File: config.mk
export PLATFORM = sky130hd
export DESIGN_NAME = muldiv_hilo_controller
export DESIGN_NICKNAME = d
export VERILOG_FILES = /design/src/rtl/muldiv_hilo_controller.sv
export SDC_FILE = /design/constraint.sdc
export NUM_CORES = 1
export LEC_CHECK = 0
export ABC_AREA = 1
export BUFFER_PORTS_ARGS = -buffer_cell sky130_fd_sc_hd__buf_2
export CAP_MARGIN = 20
export CELL_PAD_IN_SITES_DETAIL_PLACEMENT = 1
export CELL_PAD_IN_SITES_GLOBAL_PLACEMENT = 2
export CORE_MARGIN = 4
export CORE_UTILIZATION = 30
export DETAILED_ROUTE_END_ITERATION = 6
export PLACE_DENSITY = 0.78
export SETUP_SLACK_MARGIN = 0.15
export SLEW_MARGIN = 10
export SYNTH_ARGS = -nofsm -noshare
export SYNTH_HDL_FRONTEND = slang
export SYNTH_SLANG_ARGS = --single-unit
File: constraint.sdc
create_clock -name clk -period 4.2 [get_ports clk]
set_input_delay 0.42 -clock clk [delete_from_list [all_inputs] [get_ports clk]]
set_output_delay 0.42 -clock clk [all_outputs]
set_load 0.1 [all_outputs]
File: src/rtl/muldiv_hilo_controller.sv
// muldiv_hilo_controller: iterative radix-2 MULT/MULTU/DIV/DIVU unit owning the HI/LO registers
module muldiv_hilo_controller #(
    parameter int DATA_WIDTH = 32
) (
    input  logic                  clk,
    input  logic                  rst_n,
    input  logic                  start,
    input  logic [1:0]            op,
    input  logic [DATA_WIDTH-1:0] rs,
    input  logic [DATA_WIDTH-1:0] rt,
    input  logic                  cancel,
    input  logic                  hi_we,
    input  logic                  lo_we,
    input  logic [DATA_WIDTH-1:0] wdata,
    output logic                  busy,
    output logic                  done,
    output logic [DATA_WIDTH-1:0] hi,
    output logic [DATA_WIDTH-1:0] lo
);
    localparam int W = DATA_WIDTH;
    localparam int CW = $clog2(W);
    localparam logic [CW-1:0] LAST = CW'(W - 1);

    typedef enum logic [1:0] {IDLE, CALC, FIX} state_t;

    state_t          state;
    logic [CW-1:0]   cnt;
    logic            is_div, sa, sb, dz;
    logic [W-1:0]    b;
    logic [2*W-1:0]  acc;

    logic            sgn_op;
    logic [W-1:0]    mag_rs, mag_rt, quo, rem;
    logic [W:0]      mul_sum;
    logic [W+1:0]    div_diff;
    logic [2*W-1:0]  acc_nxt, prod;

    assign sgn_op = ~op[0];
    assign mag_rs = (sgn_op && rs[W-1]) ? -rs : rs;
    assign mag_rt = (sgn_op && rt[W-1]) ? -rt : rt;

    // acc holds {partial product, multiplier} or {remainder, dividend/quotient}
    always_comb begin
        mul_sum  = {1'b0, acc[2*W-1:W]} + {1'b0, b & {W{acc[0]}}};
        div_diff = {1'b0, acc[2*W-1:W-1]} - {2'b00, b};
        acc_nxt  = !is_div ? {mul_sum, acc[W-1:1]} :
                   div_diff[W+1] ? {acc[2*W-2:0], 1'b0} :
                   {div_diff[W-1:0], acc[W-2:0], 1'b1};
        prod     = (sa ^ sb) ? -acc : acc;
        quo      = dz ? {W{1'b1}} : ((sa ^ sb) ? -acc[W-1:0] : acc[W-1:0]);
        rem      = sa ? -acc[2*W-1:W] : acc[2*W-1:W];
    end

    always_ff @(posedge clk or negedge rst_n) begin
        if (!rst_n) begin
            state  <= IDLE;
            cnt    <= '0;
            is_div <= 1'b0;
            sa     <= 1'b0;
            sb     <= 1'b0;
            dz     <= 1'b0;
            b      <= '0;
            acc    <= '0;
            busy   <= 1'b0;
            done   <= 1'b0;
            hi     <= '0;
            lo     <= '0;
        end else begin
            done <= 1'b0;
            case (state)
                IDLE: begin
                    if (hi_we) hi <= wdata;
                    if (lo_we) lo <= wdata;
                    if (start && !cancel) begin
                        state  <= CALC;
                        busy   <= 1'b1;
                        cnt    <= '0;
                        is_div <= op[1];
                        sa     <= sgn_op & rs[W-1];
                        sb     <= sgn_op & rt[W-1];
                        dz     <= op[1] && (rt == '0);
                        b      <= op[1] ? mag_rt : mag_rs;
                        acc    <= {{W{1'b0}}, op[1] ? mag_rs : mag_rt};
                    end
                end
                CALC: begin
                    if (cancel) begin
                        state <= IDLE;
                        busy  <= 1'b0;
                    end else begin
                        acc <= acc_nxt;
                        cnt <= cnt + 1'b1;
                        if (cnt == LAST) state <= FIX;
                    end
                end
                FIX: begin
                    state <= IDLE;
                    busy  <= 1'b0;
                    if (!cancel) begin
                        done     <= 1'b1;
                        {hi, lo} <= is_div ? {rem, quo} : prod;
                    end
                end
                default: begin
                    state <= IDLE;
                    busy  <= 1'b0;
                end
            endcase
        end
    end
endmodule

# == Yosys cells after proc, flatten, opt, wreduce, memory -nomap -nowiden ==
# Cells that the tools add are included.
# classes
n_reduce_logical,15
n_addsub,8
bitwise_logic,5
mux,32
n_eq_ne,10
# op_table
operator,n
64-bit two-way mux,6
32-bit two-way mux,11
32-bit negation,4
32-bit one-hot mux with 2 select lines,2
64-bit one-hot mux with 2 select lines,1
64-bit negation,1
33-bit by 32-bit subtractor with 34-bit output,1
32-bit by 32-bit adder with 33-bit output,1
32-bit bitwise AND,1
32-bit zero test,1
"2-bit != test, second input constant",6
5-bit two-way mux,2
5-bit one-hot mux with 2 select lines,1
3-bit AND reduction,3
2-bit two-way mux,3
2-bit AND reduction,3
"5-bit by 1-bit adder with 5-bit output, second input constant",1
"5-bit == test, second input constant",1
1-bit logical AND,4
1-bit two-way mux,4
2-bit one-hot mux with 2 select lines,1
2-bit nonzero test,2
"3-bit != test, second input constant",1
1-bit bitwise AND,2
7 further kinds,7
# word_totals
input_bits,104
out_inout_bits,66
reg_bits,173
elab_cells,82

# == Longest topological paths before layout ==
# Gate-level depths: netlist (run 1).
# logic_depth
depth_word,6
ltp_mapped,20
ltp_nobuf,18

# == Least setup slack after synthesis (run 1) ==
# OpenSTA, ideal clock, no wires.
# synth_path
path_type,flip-flop to flip-flop
from,register acc[0]
to,register acc[61]
required_ps,4082
synth_period_minus_slack_ps,2581
slack_ps,1619
path_stages_with_launch,20
path_buffers,2
t_arrival_ps,2463
setup_time_ps,118
path_cell_list,dfrtp_1 > clkbuf_1 > clkbuf_1 > nand2_1 > inv_1 > ha_1 > inv_1 > fa_1 > inv_1 > nand3_1 > nand2_1 > nand2_1 > nand2_1 > nand3_1 > nand2_1 > nand2_1 > nand3_1 > nand3_1 > nand3_1 > nand2_1
# synth_between
elab_chain_cells,5
# synth_rtl
element,line,rtl
from (decl),30,logic [2*W-1:0] acc;
from (signal assigned),83,"acc <= {{W{1'b0}}, op[1] ? mag_rs : mag_rt};"
from (signal assigned),91,acc <= acc_nxt;
32-bit bitwise AND,44,"mul_sum = {1'b0, acc[2*W-1:W]} + {1'b0, b & {W{acc[0]}}};"
32-bit by 32-bit adder with 33-bit output,44,
64-bit two-way mux,46,"acc_nxt = !is_div ? {mul_sum, acc[W-1:1]} :"
64-bit two-way mux,87,if (cancel) begin
64-bit one-hot mux with 2 select lines,70,case (state)
# Every way passes these cells. The select of a mux whose other input is x is not followed.
# A chain may end at the register's enable or synchronous reset.

# == Worst setup path in the final report (run 1) ==
# layout_path
from,register acc[35]
to,register acc[45]
# layout_between
elab_chain_cells,5
elab_cells_between_ends,6
cone_classes,add/sub (2); mux (4)
# layout_rtl
element,line,rtl
33-bit by 32-bit subtractor with 34-bit output,45,"div_diff = {1'b0, acc[2*W-1:W-1]} - {2'b00, b};"
64-bit two-way mux,47,"div_diff[W+1] ? {acc[2*W-2:0], 1'b0} :"
64-bit two-way mux (*),46,
64-bit two-way mux (*),87,
64-bit one-hot mux with 2 select lines (*),70,
# Mark *: on every way between the ends. The rest lies on a longest branch, timed or not. The select of a mux whose other input is x is not followed.

==> results.md, run 1 <==
- Die Ht: 254.3 um
- Detailed placement HPWL: 78.93 mm
- Commonest non-fill, non-tap cells in the layout: 953 x nand2_1, 449 x inv_1, 406 x nor2_1
- H-tree levels: 4
- Asr flop ratio synth: 100.0%
- CP max FO: 13
- RSZ-0062 raised after global routing: no
- Sink Count: 173
- Vias: 21915
- Worst min path class: in -> async
- Number of diodes: 0
- Initial antenna violation count: 0
- Design area: 20430 um^2
- FILL cells: 8129
- Root Driver: clkbuf_16
- CTS Buffer Depth: 2
- Mean routed wirelength per cell: 23.27 um
- DR vias/cell: 5.356
- Post-synthesis sequential area ratio: 23.79%
- Crit start category: flop
- CP Buf/Inv Count: 1
- Largest net degree at the start of global routing: 88
- Critical R2R Launch: acc[35]
- Post-CTS sizing: 0
- CP arrival: 3980 ps
- Placed cell areas: 19830 um^2
- Post-route setup TNS: 0 ps
- RD Place Congestion: 0.9799
- Status: completed
- Crit path from: acc[35]
- Skew-Pair Late Insertion Delay: 520 ps
- Endpoints failing setup: 0
- Postcts setup bufs: 0
- Nets: 3473
- Worst slew pin tran: 1142 ps
- Iteration-0 DRC count of the detailed router: 1514
- Critical path class: reg -> reg
- Final Util: 33.92%
- Dominant synthesized flop cell: dfrtp_1
- Syn_nets: 3354
- DR pass1 iterations: 5
- Top delay family on crit path: simple AND/OR/NAND/NOR gates
- Cell area power density: 889.2 nW/um^2
- Slowest cell on the critical path: dfrtp_1
- Yosys top cell by area: dfrtp_1
- Core Rows: 90
- CTS Buf Count: 17
- Layout cells sized above 1: 8.187%
- Post-synth EDFFs: 0
- Reg2reg path depth: 15
- Synthesized instance count: 3178
- Die width: 254.3 um
- Worst reg2reg path endpoint: acc[45]
- Core area: 60250 um^2
- Final hold violations: 0
- Total die area: 64670 um^2
- Syn Std Cell Area: 18200 um^2
- Drt total wl: 95.22 mm
- Req. time, crit path: 4600 ps
- Min Tclk post-route: 3585 ps
- DRT antenna net count: 0
- Total grt overflow: 0
- Vias in the first global route: 22527
- Max VDD drop: 0.0003416 V
- Tcrit/Tclk final: 85.35%
- Final max-slew violation count: 0
- R2R setup slack: 620 ps
- Avg Synthesized Cell Area: 5.726 um^2
- Synth warn: 0
- Worst Setup End Kind: flop
- # DRC: 0
- Tot Pwr: 0.01817 W
- Synth area leaders: dfrtp_1 24%, nand2_1 20%, nand3_1 9.8%, inv_1 9.3%, nor2_1 8.4%
- Setup Skew: 24.44 ps
- IO Count: 170
- Post-synth top area share: 23.79%
- GRT Total Usage: 29.00%
- Initial Util: 30.21%
- CTS tree: yes
- CTS clk-pin slew, worst paths: 90 ps
- Most common cell after layout, fill and taps aside: nand2_1
- Hold Buf Count CTS: 0
- Most used cell along the critical path: nand2_1
- CP cell instances: ha_1, nand2_1, inv_1, nand2_1, nand2_1, nand2_1, nand3_1, nand2_1, nand2_1, nand2_2, nand2_2, nor2_2, nand2_1, nand4_1, nand2_1
- IO buf count: 169
- Max cap viols: 0
- Distinct cells, synth: 44
- Lkg Pwr: 10.64 nW
- First-pass GRT wire length: 141.5 mm
- Normalized max-slew margin: 23.08%
- Fmax achieved: 279.0 MHz
- Largest stage delay, worst path: 700 ps
- Post-synthesis register bit count: 173
- Area delta synth->final: 12.28%
-- flip-flops by register name, summed over array words and instances, names as in the netlist, 2 cells and up --
signal  flops
acc        64
b          32
cnt         5
hi         32
lo         32
state       2
-- logic make-up after synthesis --
logic type | synth area share, %
AO/OA/AOI/OAI | 14.48
buffers and inverters | 12.02
AND/OR/NAND/NOR | 41.98
flip-flops | 23.79
multiplexers | 0.05500
adder cells (fa/ha/maj) | 5.033
XOR/XNOR | 2.647
-- cell type report --
class / instances / area, um^2 / share of cell area [%]
Clock buffer: 18 / 439.2 / 2.149
Clock inverter: 14 / 167.7 / 0.8205
Inverter: 462 / 1735 / 8.493
Multi-Input combinational cell: 2442 / 11690 / 57.21
Sequential cell: 173 / 4330 / 21.19
Tap cell: 782 / 978.4 / 4.788
Timing Repair Buffer: 201 / 1092 / 5.346
-- Yosys cell counts, drive strengths merged (2+ instances only) --
cell type	count
buf	40
inv	460
o221ai	13
xnor2	11
nand3	357
a22o	2
nand4	54
and2	3
a31oi	15
clkinv	2
clkbuf	61
nand3b	12
o211ai	39
a22oi	5
o31ai	3
nand2	956
ha	70
fa	2
o21bai	8
nor3	21
xor2	44
nor4	5
a21oi	228
o21ai	163
or2	10
dfrtp	173
nor2	415
-- worst max path at each step --
stage                          to  depth (start not counted)
final                     acc[45]                         15
after global placement    acc[45]                         15
after global routing      acc[45]                         15
after floorplan           acc[61]                         19
after CTS                 acc[45]                         15
after detailed placement  acc[45]                         15
-- where the power goes --
part | total, W | leakage [nW] | switching, W | internal (W)
Combinational | 0.0129 | 8.29 | 0.00973 | 0.00315
Sequential | 0.00352 | 2.06 | 0.00110 | 0.00242
Clock | 0.00177 | 0.298 | 0.000902 | 0.000870
-- per-layer routing --
layer | track usage (%) | routed length [um]
met5 | 0 | 0
met2 | 47.60 | 43930
met3 | 3.233 | 4379
met4 | 10.83 | 3572
met1 | 39.48 | 43340
-- per-stage QoR --
stage	setup slack (ps)	cells	hold WS, ps
6_report	615.3	4092	16.99
5_1_grt	394.5	4092	95.33
4_1_cts	636.2	4092	44.49
3_5_place_dp	660.4	4060	467.7
3_3_place_gp	662.6	4060	467.5
2_1_floorplan	1619	3178	124.4
(Power assumes the default switching activity.)
==> run 2, diff against run 1 <==
--- a/config.mk
+++ b/config.mk
@@ -5,7 +5,6 @@
 export SDC_FILE = /design/constraint.sdc
 export NUM_CORES = 1
 export LEC_CHECK = 0
-export ABC_AREA = 1
 export BUFFER_PORTS_ARGS = -buffer_cell sky130_fd_sc_hd__buf_2
 export CAP_MARGIN = 20
 export CELL_PAD_IN_SITES_DETAIL_PLACEMENT = 1
@@ -13,7 +12,7 @@
 export CORE_MARGIN = 4
 export CORE_UTILIZATION = 30
 export DETAILED_ROUTE_END_ITERATION = 6
-export PLACE_DENSITY = 0.78
+export PLACE_DENSITY = 0.71
 export SETUP_SLACK_MARGIN = 0.15
 export SLEW_MARGIN = 10
 export SYNTH_ARGS = -nofsm -noshare
==> constraint.sdc (replaced) <==
create_clock -name clk -period 4.3 [get_ports clk]
set_input_delay 0.43 -clock clk [delete_from_list [all_inputs] [get_ports clk]]
set_output_delay 0.43 -clock clk [all_outputs]
set_load 0.1 [all_outputs]
==> run 2 against run 1 <==
Net effect:
- clock power down 5%
- power down 43%
- routed wire length down 31%
- core utilization up 0.87 points
- combinational power down 52%
==> results.md, run 2 <==
- Core area: 50070 um^2
- Lkg Pwr: 7.529 nW
- Reg2reg path depth: 12
- Register area: 4333 um^2
- Critical R2R Launch: acc[0]
- Placed insts: 2732
- Most common cell after layout, fill and taps aside: nand2_1
- Dominant synthesized flop cell: dfrtp_1
- # DRC: 0
- Core Rows: 82
- Initial antenna violation count: 4
- CP max FO: 10
- Avg Synthesized Cell Area: 7.677 um^2
- Commonest non-fill, non-tap cells in the layout: 211 x nand2_1, 199 x o21ai_0, 190 x a21oi_1
- Top reg by flops: acc
- Crit path from: acc[0]
- Synth area leaders: dfrtp_1 29%, o21ai_0 6.6%, a21oi_1 6.3%, xnor2_1 6.0%, ha_1 5.8%
- Drt total wl: 65.31 mm
- Critical path class: reg -> reg
- Syn Std Cell Area: 15150 um^2
- Post-route insts no fill: 2770
- CTS Buffer Depth: 2
- DR pass1 iterations: 5
- CTS Buf Count: 17
- Min Tclk post-route: 3828 ps
- RD Place Congestion: 0.9157
- Skew-Pair Late Insertion Delay: 470 ps
- IO Count: 170
- Post-synthesis sequential area ratio: 28.57%
- Synth top cells by count: 211 x nand2_1, 199 x o21ai_0, 191 x a21oi_1, 191 x nor2_1, 173 x dfrtp_1
- Worst min path class: in -> async
- DRT antenna net count: 0
- Req. time, crit path: 4670 ps
- Mean routed wirelength per cell: 23.58 um
- First-pass GRT wire length: 98.59 mm
- CTS tree: yes
- Normalized max-slew margin: 24.44%
- Total grt overflow: 0
- Synth warn: 0
- Detailed placement HPWL: 51.70 mm
- CP arrival: 4190 ps
- R2R setup slack: 470 ps
- Die Ht: 232.8 um
- Postcts setup bufs: 0
- Most common cell in the synthesized netlist: nand2_1
- Endpoints failing setup: 0
- Post-synth top area share: 28.57%
- Multi-input gate area: 10110 um^2
- Syn_nets: 2150
- Initial Util: 30.27%
- Fmax achieved: 261.2 MHz
- Synthesized instance count: 1974
- Sink Count: 173
- CTS clk-pin slew, worst paths: 80 ps
- H-tree levels: 4
- GRT Total Usage: 23.78%
- IO buf count: 169
- Post-route setup TNS: 0 ps
- Max cap viols: 0
- Post-synth EDFFs: 0
- Max reg flops: 64
- Asr flop ratio synth: 100.0%
- Tcrit/Tclk final: 89.03%
- Layout cells sized above 1: 13.71%
- Status: completed
- Worst slew pin tran: 1129 ps
- Tot Pwr: 0.01037 W
- Total die area: 54170 um^2
- DR vias/cell: 5.587
- Iteration-0 DRC count of the detailed router: 1063
- Die width: 232.8 um
- Final hold violations: 0
- Worst reg2reg path endpoint: acc[62]
- Crit start category: flop
- Distinct cells, synth: 75
- Area delta synth->final: 14.92%
- Post-synthesis register bit count: 173
- Cell area power density: 595.6 nW/um^2
- Largest net degree at the start of global routing: 88
- FILL cells: 6157
- Post-place setup slack: 490.7 ps
- Yosys top cell by area: dfrtp_1
- Root Driver: clkbuf_16
- Vias: 15475
- Setup Skew: 14.01 ps
- Worst Setup End Kind: flop
- RSZ-0062 raised after global routing: no
- Setup WS post-layout: 471.8 ps
- Setup crit end: acc[62]
- Vias in the first global route: 15640
- Max VDD drop: 0.0003308 V
- Final max-slew violation count: 0
- Nets: 2256
run 2: cell count changes after synthesis, sizes merged, moves of 35 or more:
cell    change
inv       -392
clkbuf     +49
nand2     -745
nor3       +35
mux2i      +60
nor2      -224
xnor2      +92
o21ai      +43
nand4      -42
a21oi      -37
o22ai      +35
nand3     -322
run 2: per-stage QoR:
stage / hold slack, ps / cell area, um^2 / utilization [%]
after CTS: 92.27 / 17380 / 34.71
after global routing: 132.6 / 17410 / 34.77
after floorplan: 134.4 / 15150 / -
after detailed placement: 468.2 / 16770 / 33.49
final: 87.10 / 17420 / 34.78
after global placement: 460.6 / 16750 / 33.46
run 2: critical path, cell delays in order, from the launching register on:
cell and delay [ps]:
dfrtp_1 430, inv_1 290, nor2_1 100, ha_1 380, a21oi_1 190, o211ai_1 210, a31oi_1 450, o21bai_1 160
a21bo_2 270, o41ai_1 580, mux2i_1 260, o211ai_1 120, o31ai_1 280
run 2: cells by family after synthesis:
group                    Yosys count  synth area share, %
AND/OR/NAND/NOR                  649                20.09
AO/OA/AOI/OAI                    641                25.70
buffers and inverters            197                4.962
flip-flops                       173                28.57
XOR/XNOR                         172                9.941
adder cells (fa/ha/maj)           72                6.044
multiplexers                      70                4.698
run 2: layout make-up:
type                            count  share of cell area (%)
Inverter                           69                   1.487
Timing Repair Buffer              215                   7.177
Antenna cell                        5                 0.07184
Clock inverter                     12                  0.8621
Multi-Input combinational cell   1604                   58.07
Clock buffer                       20                   2.622
Sequential cell                   173                   24.88
Tap cell                          672                   4.828
run 2: power breakdown:
group          leakage [nW]  switching [W]  internal [W]
logic                  5.12        0.00402       0.00211
registers              2.12       0.000593       0.00196
clock network         0.292       0.000785      0.000905
run 2: what timing repair did:
item | in CTS | in global routing
hold endpoints to repair | 0 | 0
setup endpoints to repair | 0 | 3
gates resized for setup | 0 | 3
hold buffers | 0 | 0
run 2: how the worst min path moves through the flow:
stage            from      to  slack, ps  cells past startpoint
2_1_floorplan   rst_n  acc[0]        130                      0
3_3_place_gp   lo[21]  lo[21]        460                      2
3_5_place_dp    lo[7]   lo[7]        470                      2
4_1_cts         rst_n  hi[15]         90                      1
5_1_grt         rst_n  hi[21]        130                      1
6_report        rst_n  hi[27]         90                      1
run 2: per-layer routing:
metal,track usage (%),vias up,share of wire [%]
met5,0,-,0
met4,6.556,0,2.3
met3,2.840,62,4.2
met2,36.92,360,44
met1,34.80,7757,49
li1,-,7296,-
==> run 3, diff against run 2 <==
--- a/config.mk
+++ b/config.mk
@@ -10,9 +10,9 @@
 export CELL_PAD_IN_SITES_DETAIL_PLACEMENT = 1
 export CELL_PAD_IN_SITES_GLOBAL_PLACEMENT = 2
 export CORE_MARGIN = 4
-export CORE_UTILIZATION = 30
+export CORE_UTILIZATION = 38
 export DETAILED_ROUTE_END_ITERATION = 6
-export PLACE_DENSITY = 0.71
+export PLACE_DENSITY = 0.87
 export SETUP_SLACK_MARGIN = 0.15
 export SLEW_MARGIN = 10
 export SYNTH_ARGS = -nofsm -noshare
==> run 3 against run 2 <==
Net effect:
- die area shrank 20%
- highest routed layer unchanged
- final area shrank 1.3%
- via count grew 0.36%
- setup slack lost 41 ps
- core utilization grew 9.3 points
- sequential power shrank 2%
- largest cell class unchanged
- clock power shrank 7%
==> results.md, run 3 (synthesis results as in run 2) <==
- Endpoints failing setup: 0
- CP cell instances: and2_1, ha_1, inv_1, fa_1, nor2b_1, o2111ai_1, a21boi_0, a211oi_1, buf_4, a21oi_1, o211ai_1, nor4b_1, o31a_1, a211oi_1
- Most used cell along the critical path: a211oi_1
- Nets: 2262
- Most common cell after layout, fill and taps aside: nand2_1
- Mean routed wirelength per cell: 23.33 um
- Max reg flops: 64
- Die Ht: 207.7 um
- Max cap viols: 0
- Met3 wire len: 3.989 mm
- DR pass1 iterations: 5
- Vias in the first global route: 15335
- Final max-slew violation count: 0
- Normalized max-slew margin: 34.78%
- FILL cells: 4837
- Top reg by flops: acc
- CTS Buffer Depth: 2
- Total die area: 43140 um^2
- Total grt overflow: 0
- Initial antenna violation count: 1
- First-pass GRT wire length: 93.54 mm
- CTS Buf Count: 17
- IO Count: 170
- Largest stage delay, worst path: 550 ps
- Root Driver: clkbuf_16
- Met1 wire length: 28.21 mm
- Core area: 39010 um^2
- Drt total wl: 61.05 mm
- Die width: 207.7 um
- H-tree levels: 4
- Critical path class: reg -> reg
- Req. time, crit path: 4650 ps
- Final hold violations: 0
- Slowest cell on the critical path: dfrtp_1
- Post-CTS sizing: 0
- CP max FO: 8
- R2R setup slack: 430 ps
- CTS clk-pin slew, worst paths: 70 ps
- # DRC: 0
- CP Buf/Inv Count: 2
- Iteration-0 DRC count of the detailed router: 1015
- Core Rows: 72
- Fmax achieved: 258.4 MHz
- Register area: 4330 um^2
- Top Layer Used: met4
- Commonest non-fill, non-tap cells in the layout: 211 x nand2_1, 199 x o21ai_0, 191 x a21oi_1
- Top delay family on crit path: compound AO/OA/AOI/OAI gates
- Post-route setup TNS: 0 ps
- Skew-Pair Late Insertion Delay: 450 ps
- Sink Count: 173
- Crit start category: flop
- Placed insts: 2583
- DR vias/cell: 5.934
- DRT antenna net count: 0
- Vias: 15530
- RD Place Congestion: 0.9504
- Worst reg2reg path endpoint: acc[57]
- Area delta synth->final: 13.48%
- RSZ-0062 raised after global routing: no
- Status: completed
- Routed wl met2: 26.44 mm
- Critical R2R Launch: acc[0]
- CP arrival: 4220 ps
- Worst Setup End Kind: flop
- Layout cells sized above 1: 13.97%
- Reg2reg path depth: 14
- Postcts setup bufs: 0
- Worst min path class: in -> async
- Hold Buf Count CTS: 0
- Multi-input gate area: 10120 um^2
- Tcrit/Tclk final: 89.99%
- Min Tclk post-route: 3870 ps
- GRT Total Usage: 27.30%
- Initial Util: 38.85%
- Max VDD drop: 0.0002088 V
- IO buf count: 169
- Setup Skew: 14.14 ps
- Cell area power density: 588.5 nW/um^2
- CTS tree: yes
- Worst slew pin tran: 972.3 ps
- Largest net degree at the start of global routing: 87
- Lkg Pwr: 7.540 nW
- Detailed placement HPWL: 48.32 mm
- Post-route insts no fill: 2617
==> run 3: changes by cell type in the layout (fill, tap and decap cells not counted), moves of 2 or more <==
cell / change
buf_12: -2
clkinv_4: -2
buf_4: +8
diode_2: -4
==> run 3: final cells by class <==
| class | instances | area share (%) |
|---|---|---|
| Antenna cell | 1 | 0.01455 |
| Clock buffer | 19 | 2.634 |
| Clock inverter | 12 | 0.7348 |
| Inverter | 69 | 1.506 |
| Multi-Input combinational cell | 1604 | 58.82 |
| Sequential cell | 173 | 25.18 |
| Tap cell | 518 | 3.769 |
| Timing Repair Buffer | 221 | 7.341 |
==> run 3: per-stage QoR <==
step | hold slack (ps) | utilization, % | setup slack (ps) | area [um^2] | total power (W)
5_1_grt | 72.21 | 44.09 | 172.0 | 17200 | 0.01079
3_3_place_gp | 457.7 | 42.50 | 514.7 | 16580 | 0.008300
4_1_cts | 78.89 | 43.99 | 267.6 | 17160 | 0.01007
6_report | 1.075 | 44.09 | 430.4 | 17200 | 0.01012
3_5_place_dp | 467.4 | 42.50 | 372.7 | 16580 | 0.008447
2_1_floorplan | 134.4 | - | 848.1 | 15150 | 0.006614
==> run 3: how the worst max path moves through the flow <==
| stage | to | start | cells after the start |
|---|---|---|---|
| 2_1_floorplan | acc[62] | acc[0] | 14 |
| 3_3_place_gp | acc[62] | acc[0] | 12 |
| 3_5_place_dp | acc[62] | acc[0] | 12 |
| 4_1_cts | acc[62] | acc[0] | 12 |
| 5_1_grt | acc[57] | acc[0] | 14 |
| 6_report | acc[57] | acc[0] | 14 |
==> run 3: layer usage <==
metal  up-vias  global-route usage, %
met2       501                  41.14
met4         0                  10.92
met5         -                      0
met3        88                  4.866
met1      7633                  38.90
li1       7308                      -
==> run 3: power by group <==
| part | switching, W | internal, W | total [W] | leakage [nW] |
|---|---|---|---|---|
| combinational | 0.00393 | 0.00211 | 0.00605 | 5.14 |
| sequential | 0.000525 | 0.00196 | 0.00249 | 2.12 |
| clock | 0.000742 | 0.000843 | 0.00158 | 0.278 |
